$ cat config.mk
export PLATFORM = sky130hd
export DESIGN_NAME = mesh_job_scheduler_flat
export DESIGN_NICKNAME = d
export VERILOG_FILES = /design/src/rtl/mesh_job_scheduler_pkg.sv /design/src/rtl/mesh_job_scheduler_if.sv /design/src/rtl/mesh_job_scheduler_cfg_addr_gen.sv /design/src/rtl/mesh_job_scheduler.sv /design/src/flat_wrapper.sv
export SDC_FILE = /design/constraint.sdc
export NUM_CORES = 2
export LEC_CHECK = 0
export CAP_MARGIN = 5
export CORE_AREA = 2 2 607 609
export DETAILED_ROUTE_END_ITERATION = 10
export DIE_AREA = 0 0 609 611
export GPL_TIMING_DRIVEN = 1
export PLACE_DENSITY = 0.33
export RECOVER_POWER = 50
export SLEW_MARGIN = 20
export SYNTH_ARGS = -nofsm -noshare
export SYNTH_HDL_FRONTEND = slang
export SYNTH_HIERARCHICAL = 1
export SYNTH_SLANG_ARGS = --single-unit
$ cat constraint.sdc
create_clock -name clk -period 76.8 [get_ports clk]
set_clock_uncertainty 0.15 [all_clocks]
set_input_delay 19.2 -clock clk [delete_from_list [all_inputs] [get_ports clk]]
set_output_delay 19.2 -clock clk [all_outputs]
set_load 0.01 [all_outputs]
$ cat src/rtl/mesh_job_scheduler_pkg.sv
// Shared types and constants for the mesh job scheduler.
// Optional weight reuse is enabled by defining MESH_SCHED_REUSE_EN.
package mesh_sched_pkg;

  localparam int DW         = 8;
  localparam int ROWS       = 32;
  localparam int COLS       = 32;
  localparam int ROW_W      = 5;
  localparam int COL_W      = 5;
  localparam int ACC_W      = 16;
  localparam int RUN_CYCLES = ROWS + COLS + 2;
  localparam int RUN_W      = 7;
  localparam int AW         = ROW_W + COL_W;

  typedef enum logic [2:0] {
    IDLE   = 3'd0,
    LOAD   = 3'd1,
    WAIT_X = 3'd2,
    RUN    = 3'd3,
    DONE   = 3'd4
  } state_t;

  // Mesh preload address is the row index above the column index.
  function automatic logic [AW-1:0] pack_addr(input logic [ROW_W-1:0] row,
                                              input logic [COL_W-1:0] col);
    return {row, col};
  endfunction

endpackage

$ cat src/rtl/mesh_job_scheduler_if.sv
// Host-side job/weight/vector/result streams plus the mesh-facing pins.
// Handshake rule for every valid/ready pair: a transfer happens on a rising
// edge where both valid and ready are 1; ready never depends on valid, and the
// producer holds valid and data until that edge.
interface mesh_job_scheduler_if;
  import mesh_sched_pkg::*;

  logic                  job_valid;
  logic                  job_ready;
  logic                  job_reuse;
  logic                  w_valid;
  logic                  w_ready;
  logic [DW-1:0]         w_data;
  logic                  x_valid;
  logic                  x_ready;
  logic [COLS*DW-1:0]    x_data;
  logic                  mesh_cfg_valid;
  logic [AW-1:0]         mesh_cfg_addr;
  logic [DW-1:0]         mesh_cfg_data;
  logic [COLS*DW-1:0]    mesh_x_vector;
  logic                  mesh_start;
  logic [ROWS*ACC_W-1:0] mesh_result;
  logic                  res_valid;
  logic                  res_ready;
  logic [ROWS*ACC_W-1:0] res_data;
  logic                  busy;
  logic                  weights_loaded;

  // Scheduler side
  modport slave (
    input  job_valid, job_reuse, w_valid, w_data, x_valid, x_data,
           mesh_result, res_ready,
    output job_ready, w_ready, x_ready, mesh_cfg_valid, mesh_cfg_addr,
           mesh_cfg_data, mesh_x_vector, mesh_start, res_valid, res_data,
           busy, weights_loaded
  );

  // Host + mesh side
  modport master (
    output job_valid, job_reuse, w_valid, w_data, x_valid, x_data,
           mesh_result, res_ready,
    input  job_ready, w_ready, x_ready, mesh_cfg_valid, mesh_cfg_addr,
           mesh_cfg_data, mesh_x_vector, mesh_start, res_valid, res_data,
           busy, weights_loaded
  );

endinterface

$ cat src/rtl/mesh_job_scheduler_cfg_addr_gen.sv
// Row-major {row,col} walker for the weight preload stream.
// o_last marks the final cell of the mesh so the caller can leave LOAD.
module mesh_cfg_addr_gen
  import mesh_sched_pkg::*;
(
  input  logic             clk,
  input  logic             rst,
  input  logic             i_clear,
  input  logic             i_adv,
  output logic [ROW_W-1:0] o_row,
  output logic [COL_W-1:0] o_col,
  output logic             o_last
);

  localparam logic [ROW_W-1:0] ROW_MAX = ROW_W'(ROWS - 1);
  localparam logic [COL_W-1:0] COL_MAX = COL_W'(COLS - 1);

  logic [ROW_W-1:0] r_row;
  logic [COL_W-1:0] r_col;

  // Column advances per accepted beat, wrapping into the next row.
  always_ff @(posedge clk or posedge rst) begin
    if (rst) begin
      r_row <= '0;
      r_col <= '0;
    end else if (i_clear) begin
      r_row <= '0;
      r_col <= '0;
    end else if (i_adv) begin
      if (r_col == COL_MAX) begin
        r_col <= '0;
        r_row <= (r_row == ROW_MAX) ? '0 : r_row + 1'b1;
      end else begin
        r_col <= r_col + 1'b1;
      end
    end
  end

  assign o_row  = r_row;
  assign o_col  = r_col;
  assign o_last = (r_row == ROW_MAX) && (r_col == COL_MAX);

endmodule

$ cat src/rtl/mesh_job_scheduler.sv
// Sequences one matrix-vector job: weight preload, vector latch, mesh start,
// fixed compute window, result capture and hand-off.
// Define MESH_SCHED_REUSE_EN to let job_reuse skip the preload when a full
// weight set is already resident.
module mesh_job_scheduler
  import mesh_sched_pkg::*;
(
  input  logic                clk,
  input  logic                rst,
  mesh_job_scheduler_if.slave bus,
  output state_t              o_state
);

  state_t                r_state;
  state_t                w_next;
  logic                  r_job_ready;
  logic                  r_cfg_valid;
  logic [AW-1:0]         r_cfg_addr;
  logic [DW-1:0]         r_cfg_data;
  logic [COLS*DW-1:0]    r_x_vec;
  logic                  r_start;
  logic [RUN_W-1:0]      r_run_cnt;
  logic [ROWS*ACC_W-1:0] r_res;
  logic                  r_loaded;

  logic                  w_job_acc;
  logic                  w_w_acc;
  logic                  w_x_acc;
  logic                  w_run_last;
  logic                  w_skip_load;
  logic                  w_load_clear;
  logic                  w_last_beat;
  logic [ROW_W-1:0]      w_row;
  logic [COL_W-1:0]      w_col;
  logic                  w_addr_last;

  assign w_job_acc   = bus.job_valid && r_job_ready;
  assign w_w_acc     = bus.w_valid && (r_state == LOAD);
  assign w_x_acc     = bus.x_valid && (r_state == WAIT_X);
  assign w_run_last  = (r_state == RUN) && (r_run_cnt == RUN_W'(RUN_CYCLES - 1));
`ifdef MESH_SCHED_REUSE_EN
  assign w_skip_load = bus.job_reuse && r_loaded;
`else
  assign w_skip_load = 1'b0;
`endif
  assign w_load_clear = w_job_acc && !w_skip_load;
  assign w_last_beat  = w_w_acc && w_addr_last;

  mesh_cfg_addr_gen u_addr_gen (
    .clk     (clk),
    .rst     (rst),
    .i_clear (w_load_clear),
    .i_adv   (w_w_acc),
    .o_row   (w_row),
    .o_col   (w_col),
    .o_last  (w_addr_last)
  );

  // Next-state decode.
  always_comb begin
    w_next = r_state;
    case (r_state)
      IDLE:    if (w_job_acc)     w_next = w_skip_load ? WAIT_X : LOAD;
      LOAD:    if (w_last_beat)   w_next = WAIT_X;
      WAIT_X:  if (w_x_acc)       w_next = RUN;
      RUN:     if (w_run_last)    w_next = DONE;
      DONE:    if (bus.res_ready) w_next = IDLE;
      default:                    w_next = IDLE;
    endcase
  end

  // State register; job_ready is registered so it stays low through reset
  // and rises on the first edge after release.
  always_ff @(posedge clk or posedge rst) begin
    if (rst) begin
      r_state     <= IDLE;
      r_job_ready <= 1'b0;
    end else begin
      r_state     <= w_next;
      r_job_ready <= (w_next == IDLE);
    end
  end

  // Datapath: cfg strobe one cycle after each beat, weight-resident flag,
  // vector latch, start pulse, compute-window counter and result capture.
  always_ff @(posedge clk or posedge rst) begin
    if (rst) begin
      r_cfg_valid <= 1'b0;
      r_cfg_addr  <= '0;
      r_cfg_data  <= '0;
      r_loaded    <= 1'b0;
      r_x_vec     <= '0;
      r_start     <= 1'b0;
      r_run_cnt   <= '0;
      r_res       <= '0;
    end else begin
      r_cfg_valid <= w_w_acc;
      if (w_w_acc) begin
        r_cfg_addr <= pack_addr(w_row, w_col);
        r_cfg_data <= bus.w_data;
      end
      if (w_load_clear) begin
        r_loaded <= 1'b0;
      end else if (w_last_beat) begin
        r_loaded <= 1'b1;
      end
      if (w_x_acc) begin
        r_x_vec <= bus.x_data;
      end
      r_start <= w_x_acc;
      if (w_x_acc) begin
        r_run_cnt <= '0;
      end else if (r_state == RUN) begin
        r_run_cnt <= r_run_cnt + 1'b1;
      end
      if (w_run_last) begin
        r_res <= bus.mesh_result;
      end
    end
  end

  assign bus.job_ready      = r_job_ready;
  assign bus.w_ready        = (r_state == LOAD);
  assign bus.x_ready        = (r_state == WAIT_X);
  assign bus.mesh_cfg_valid = r_cfg_valid;
  assign bus.mesh_cfg_addr  = r_cfg_addr;
  assign bus.mesh_cfg_data  = r_cfg_data;
  assign bus.mesh_x_vector  = r_x_vec;
  assign bus.mesh_start     = r_start;
  assign bus.res_valid      = (r_state == DONE);
  assign bus.res_data       = r_res;
  assign bus.busy           = (r_state != IDLE);
  assign bus.weights_loaded = r_loaded;
  assign o_state            = r_state;

endmodule

$ cat src/flat_wrapper.sv
// flat-port wrapper written by rule: the top's interface ports become plain ports
module mesh_job_scheduler_flat import mesh_sched_pkg::*;
  (clk, rst, o_state, bus_job_valid, bus_job_reuse, bus_w_valid, bus_w_data, bus_x_valid, bus_x_data, bus_mesh_result, bus_res_ready, bus_job_ready, bus_w_ready, bus_x_ready, bus_mesh_cfg_valid, bus_mesh_cfg_addr, bus_mesh_cfg_data, bus_mesh_x_vector, bus_mesh_start, bus_res_valid, bus_res_data, bus_busy, bus_weights_loaded);
  mesh_job_scheduler_if bus_i ();
  input  logic clk;
  input  logic rst;
  output state_t o_state;
  input wire logic [$bits(bus_i.job_valid)-1:0] bus_job_valid;
  input wire logic [$bits(bus_i.job_reuse)-1:0] bus_job_reuse;
  input wire logic [$bits(bus_i.w_valid)-1:0] bus_w_valid;
  input wire logic [$bits(bus_i.w_data)-1:0] bus_w_data;
  input wire logic [$bits(bus_i.x_valid)-1:0] bus_x_valid;
  input wire logic [$bits(bus_i.x_data)-1:0] bus_x_data;
  input wire logic [$bits(bus_i.mesh_result)-1:0] bus_mesh_result;
  input wire logic [$bits(bus_i.res_ready)-1:0] bus_res_ready;
  output wire logic [$bits(bus_i.job_ready)-1:0] bus_job_ready;
  output wire logic [$bits(bus_i.w_ready)-1:0] bus_w_ready;
  output wire logic [$bits(bus_i.x_ready)-1:0] bus_x_ready;
  output wire logic [$bits(bus_i.mesh_cfg_valid)-1:0] bus_mesh_cfg_valid;
  output wire logic [$bits(bus_i.mesh_cfg_addr)-1:0] bus_mesh_cfg_addr;
  output wire logic [$bits(bus_i.mesh_cfg_data)-1:0] bus_mesh_cfg_data;
  output wire logic [$bits(bus_i.mesh_x_vector)-1:0] bus_mesh_x_vector;
  output wire logic [$bits(bus_i.mesh_start)-1:0] bus_mesh_start;
  output wire logic [$bits(bus_i.res_valid)-1:0] bus_res_valid;
  output wire logic [$bits(bus_i.res_data)-1:0] bus_res_data;
  output wire logic [$bits(bus_i.busy)-1:0] bus_busy;
  output wire logic [$bits(bus_i.weights_loaded)-1:0] bus_weights_loaded;
  assign bus_i.job_valid = bus_job_valid;
  assign bus_i.job_reuse = bus_job_reuse;
  assign bus_i.w_valid = bus_w_valid;
  assign bus_i.w_data = bus_w_data;
  assign bus_i.x_valid = bus_x_valid;
  assign bus_i.x_data = bus_x_data;
  assign bus_i.mesh_result = bus_mesh_result;
  assign bus_i.res_ready = bus_res_ready;
  assign bus_job_ready = bus_i.job_ready;
  assign bus_w_ready = bus_i.w_ready;
  assign bus_x_ready = bus_i.x_ready;
  assign bus_mesh_cfg_valid = bus_i.mesh_cfg_valid;
  assign bus_mesh_cfg_addr = bus_i.mesh_cfg_addr;
  assign bus_mesh_cfg_data = bus_i.mesh_cfg_data;
  assign bus_mesh_x_vector = bus_i.mesh_x_vector;
  assign bus_mesh_start = bus_i.mesh_start;
  assign bus_res_valid = bus_i.res_valid;
  assign bus_res_data = bus_i.res_data;
  assign bus_busy = bus_i.busy;
  assign bus_weights_loaded = bus_i.weights_loaded;
  mesh_job_scheduler u_core (.clk(clk), .rst(rst), .bus(bus_i), .o_state(o_state));
endmodule
; ---- Word level (Yosys, flattened, before mapping)
; Index checks and enable logic that the tools add are counted.
; Widths: inputs -> output; s select.
[classes]
multipliers = 0
eq_ne = 7
n_lt_le_gt_ge = 0
muxes = 17
n_shift = 0
div_mod_pow = 0
n_addsub = 3
n_bitwise = 0
n_reduce_logical = 14
[op_table]
columns = cell, n
row1 = $mux 5, 7
row2 = $mux 3, 5
row3 = $pmux 3 s5, 1
row4 = $mux 7, 2
row5 = $add 5x1->5 const B, 2
row6 = $eq 5x5->1 const B, 2
row7 = $reduce_bool 2->1, 4
row8 = $add 7x1->7 const B, 1
row9 = $eq 7x7->1 const B, 1
row10 = $eq 3x2->1 const B, 2
row11 = $logic_and 1x1->1, 6
row12 = $logic_not 3->1, 2
row13 = $eq 3x1->1 const B, 1
row14 = $eq 3x3->1 const B, 1
row15 = $reduce_bool 3->1, 1
row16 = $mux 1, 2
row17 = $reduce_and 2->1, 1
[totals]
mem_count = 0
ff_bits = 810
rom_bits = 0
latchBits = 0
word_cells = 53
ram_bits = 0
out_inout_bits = 797
inputBits = 783

; ---- Longest topological paths before layout
[logic_depth]
depth_word = 6
ltp_mapped = 8
mapped_depth_nobuf = 7

; ---- Cells and area by module
; The synthesis kept the hierarchy.
[modules_own_cells]
columns = module, cells_per_inst, n_inst, area_per_inst_um2, seq_area_each_um2
row1 = mesh_job_scheduler, 2271, 1, 31961.9, 20019.2
row2 = mesh_cfg_addr_gen, 56, 1, 544.3, 250.2

; ---- Least setup slack after synthesis
; OpenSTA, ideal clock, no wires.
[synth_timing]
path_type = input -> register
from = in bus_w_valid
to = reg u_core.u_addr_gen.r_row[2] (netlist: u_core/u_addr_gen/o_row[2])
arrival_time_ps = 20670
required_time_ps = 76572
path_stages = 5
setup_ps = 78
n_path_buf = 1
slack_ps = 55902
cell_sequence = nor4bb_1 -> clkbuf_1 -> nand2_2 -> or4b_1 -> a21oi_1
[synth_between]
elab_chain_len = 3
[synth_rtl]
columns = element, line
row1 = "start, declared", flat_wrapper.sv:10  ; input wire logic [$bits(bus_i.w_valid)-1:0] bus_w_valid;
row2 = $logic_and 1x1->1, mesh_job_scheduler.sv:38  ; assign w_w_acc = bus.w_valid && (r_state == LOAD);
row3 = net u_core.w_w_acc, mesh_job_scheduler.sv:27  ; logic w_w_acc;
row4 = $reduce_bool 2->1 (no line), -
row5 = $reduce_and 2->1 (no line), -
row6 = "end signal, assigned", mesh_job_scheduler_cfg_addr_gen.sv:32  ; r_row <= (r_row == ROW_MAX) ? '0 : r_row + 1'b1;
row7 = "end, declared", mesh_job_scheduler_cfg_addr_gen.sv:18  ; logic [ROW_W-1:0] r_row;
; The timed path passes the listed nets, and every way through them passes these cells.
; A chain may end at the register's enable or synchronous reset.

==> impl_metrics.yaml <==
status:
  status: "complete, but fails checks"
  violations: "max-capacitance violations, max-slew violations"
die:
  die_w_microns: 609
  ios: 1580
  die-area_sq_um: 372000
  start_util_pct: 8.91
  coreArea_sq_um: 365000
  die_h_microns: 611
  rows: 222
worst_setup_path:
  worst_setup_path_start_kind: "primary input"
  reg2reg_from: "u_core/o_state[0]"
  critical_path.startpoint: "rst"
  worstRegToRegCells: 5
  path_max_fanout: 101
  worstPathRequired_ns: 75.93
  worstPathCellList: "dlygate4sd3_1 > clkinvlp_2 > clkbuf_1 > clkbuf_1"
  path_buf_inv: 4
  reg2reg_slack_ns: 67.83
  critPathTopFamily: "buffers and inverters"
  cp-endpoint: "u_core/bus.res_data[1]"
  arrival_ns: 28.79
  critical_path_depth: 4
  cpPeakStageDelay_ns: 4.70
  endpoint_kind: "async pin"
  cp_common_cell: "clkbuf_1"
  crit_slowest_cell: "clkbuf_1"
  crit_type: "in -> async"
  r2r-end: "u_core/bus.mesh_x_vector[157]"
finish:
  fin_nets: 4729
  areaGrowthSynthToFinish_pct: 76.2
  drive_gt1_share_pct: 17.5
  final_cell_area_sq_um: 57300
  fillers: 40526
  fin_cells: 8893
  post-route-util_pct: 15.7
power_and_ir_drop:
  ir_worst_vdd_v: 0.0000181
  power.share.clock_pct: 53.9
  p_leak_nw: 26.0
  power.density_nw_per_um2: 18.7
  pwr-share-seq_pct: 40.3
  p_int_mw: 0.808
  swShare_pct: 24.6
  comb_power_share_pct: 5.7
  net-switching-power_mw: 0.264
synth:
  synth_cell_types: 46
  avgSynthCellArea_sq_um: 14.0
  ys.flop_type: "dfrtp_1"
  synth_seq_area_share_pct: 62.4
  async_flop_share_pct: 100
  synth_area_sq_um: 32500
  synth_nets: 3116
  syn_inst: 2327
  synth_seq_cells: 810
  synth-edff-count: 0
  yosysWarnings: 6
clocking:
  cts_setup_buffers: 0
  cts_tree: "built"
  numCtsBuffers: 121
  cts-root-buf: "clkbuf_16"
  clk_latency_ns: 0.82
  clockBufferDepth: 4
  h-tree-depth: 3
  cts-resized-gates: 0
  cts_num_sinks: 810
  clk_pin_slew_ns: 0.05
  cts_hold_buf: 0
sta:
  worst_slack_ns: 47.15
  max_freq_mhz: 33.7
  rsz0062_at_grt: "false"
  worst_pin_slew_ns: 7.21
  finalMaxSlewViolations: 565
  post-route-period-util_pct: 38.6
  max-slew-margin-rel_pct: -381
  setup_viol: 0
  period_needed_ns: 29.65
  tns_ns: 0
  final_hold_viol_count: 0
job:
  drv_cap: 10
global_route:
  antenna_found_initial: 199
  met2_usage_pct: 23.4
  busiest_layer: "met2"
  grt_pass1_wl_mm: 324
  grt_use_met1_pct: 15.7
  grtUsageMet3_pct: 4.82
  grt_usage_pct: 13.4
  grt-ovfl-total: 0
  grt_start_max_net_pins: 102
  first_global_vias: 27226
worst_hold_path:
  min_path_cells: 2
  worst_hold_path_type: "reg -> reg"
detailed_routing:
  first_pass_iters: 5
  first_iter_violations: 1328
  drt_wl_total_mm: 257
  ant_nets: 0
  route.detailed.drc: 0
  routedWlPerCell_microns: 28.9
  dr_total_vias: 25751
  detail_route.vias_per_cell: 2.90
placed_design:
  post_dp_cell_area_sq_um: 53400
  gp_congestion: 0.913
  place_hpwl_mm: 217
  dp_cells: 8633
  pre_cts_ws_ns: 53.14
  io_buffers: 1578
## cell usage in the layout (no fill, tap or decap), types with 7 or more instances in the layout
cell type	netlist	final
a21oi_1	11	11
buf_4	4	26
clkbuf_1	61	25
clkbuf_16	0	122
clkbuf_8	0	33
clkdlybuf4s50_1	0	811
clkinv_2	0	21
dfrtp_1	810	810
diode_2	0	43
dlygate4sd3_1	0	767
mux2_1	9	55
mux2_2	122	122
mux2_4	400	354
nand2_1	775	776
nand3_1	8	8
nor2_1	8	8
o21ai_0	7	7
## layout make-up
class | instances | area, sq um | share of cell area [%]
Sequential cell | 810 | 20300 | 35.4
Timing Repair Buffer | 1611 | 16000 | 28.0
Multi-Input combinational cell | 1391 | 10800 | 18.8
Tap cell | 4816 | 6030 | 10.5
Clock buffer | 173 | 3570 | 6.24
Clock inverter | 44 | 463 | 0.808
Antenna cell | 43 | 108 | 0.188
Inverter | 5 | 21.3 | 0.0371
## layer usage
metal | vias to the layer above | share of wire, %
met1 | 13007 | 40
met5 | - | 0.19
met4 | 70 | 2.3
met2 | 1239 | 49
li1 | 11006 | -
met3 | 429 | 8.4
## worst reg2reg max path, cell delays in order (launching register included)
cell and delay [ns]:
dfrtp_1 0.67, nand4bb_1 1.20, clkbuf_1 4.89, buf_4 1.65, nand2_1 0.24, nand2_1 0.10
## registers in the layout, summed over array words and instances (netlist names), 3 cells and up
| name | flops |
|---|---|
| u_core/bus.mesh_cfg_addr | 10 |
| u_core/bus.mesh_cfg_data | 8 |
| u_core/bus.mesh_x_vector | 256 |
| u_core/bus.res_data | 512 |
| u_core/o_state | 3 |
| u_core/r_run_cnt | 7 |
| u_core/u_addr_gen/o_col | 5 |
| u_core/u_addr_gen/o_row | 5 |
## kinds of logic after synthesis
kind of cell / after synthesis / share of synthesized area (%)
buffers and inverters: 126 / 3.93
xor gates and xnor gates: 1 / 0.0269
and+or+nand+nor: 826 / 9.97
AOI/OAI and AO/OA: 26 / 0.450
DFF: 810 / 62.4
adders and majority gates: 6 / 0.231
muxes: 532 / 23.0
## worst min-delay path by stage
stage,end,from
after detailed placement,u_core/bus.mesh_x_vector[38],u_core/bus.mesh_x_vector[38]
after global routing,u_core/bus.mesh_x_vector[252],u_core/bus.mesh_x_vector[252]
after CTS,u_core/bus.mesh_x_vector[246],u_core/bus.mesh_x_vector[246]
after floorplan,u_core/bus.mesh_cfg_addr[8],u_core/u_addr_gen/o_row[3]
final,u_core/bus.mesh_x_vector[37],u_core/bus.mesh_x_vector[37]
after global placement,u_core/bus.mesh_x_vector[243],u_core/bus.mesh_x_vector[243]
## Yosys cell counts (2+ instances only)
cell,instances,area share (%)
dfrtp_1,810,62
nand2_1,775,8.9
mux2_4,400,18
mux2_2,122,4.2
clkbuf_1,61,0.70
buf_12,44,2.7
a21oi_1,11,0.17
mux2_1,9,0.31
buf_6,8,0.28
nand3_1,8,0.12
nor2_1,8,0.092
o21ai_0,7,0.11
ha_1,6,0.23
buf_4,4,0.092
inv_1,4,0.046
nor3_1,4,0.062
or3_1,4,0.077
nand4_1,3,0.058
a31oi_1,2,0.038
and2_1,2,0.038
and3_1,2,0.038
buf_1,2,0.023
nand2b_1,2,0.038
nand3b_1,2,0.046
nand4b_1,2,0.054
nor3b_1,2,0.046
nor4bb_1,2,0.062
o211ai_1,2,0.046
or4_1,2,0.046
## power groups by stage
stage | logic (mW) | registers [mW] | clock network [mW]
after floorplan | 0.0112 | 0.441 | 0
after global placement | 0.0683 | 0.440 | 0
after detailed placement | 0.0684 | 0.440 | 0
after CTS | 0.0690 | 0.432 | 0.605
after global routing | 0.0667 | 0.433 | 0.619
final | 0.0615 | 0.432 | 0.578
## per-stage QoR
stage | power [mW] | hold slack, ns
detailed placement | 0.508 | 0.312
floorplan | 0.452 | 0.352
finish | 1.07 | 0.319
CTS | 1.11 | 0.329
global placement | 0.508 | 0.316
global route | 1.12 | 0.338
(Power assumes the default switching activity.)
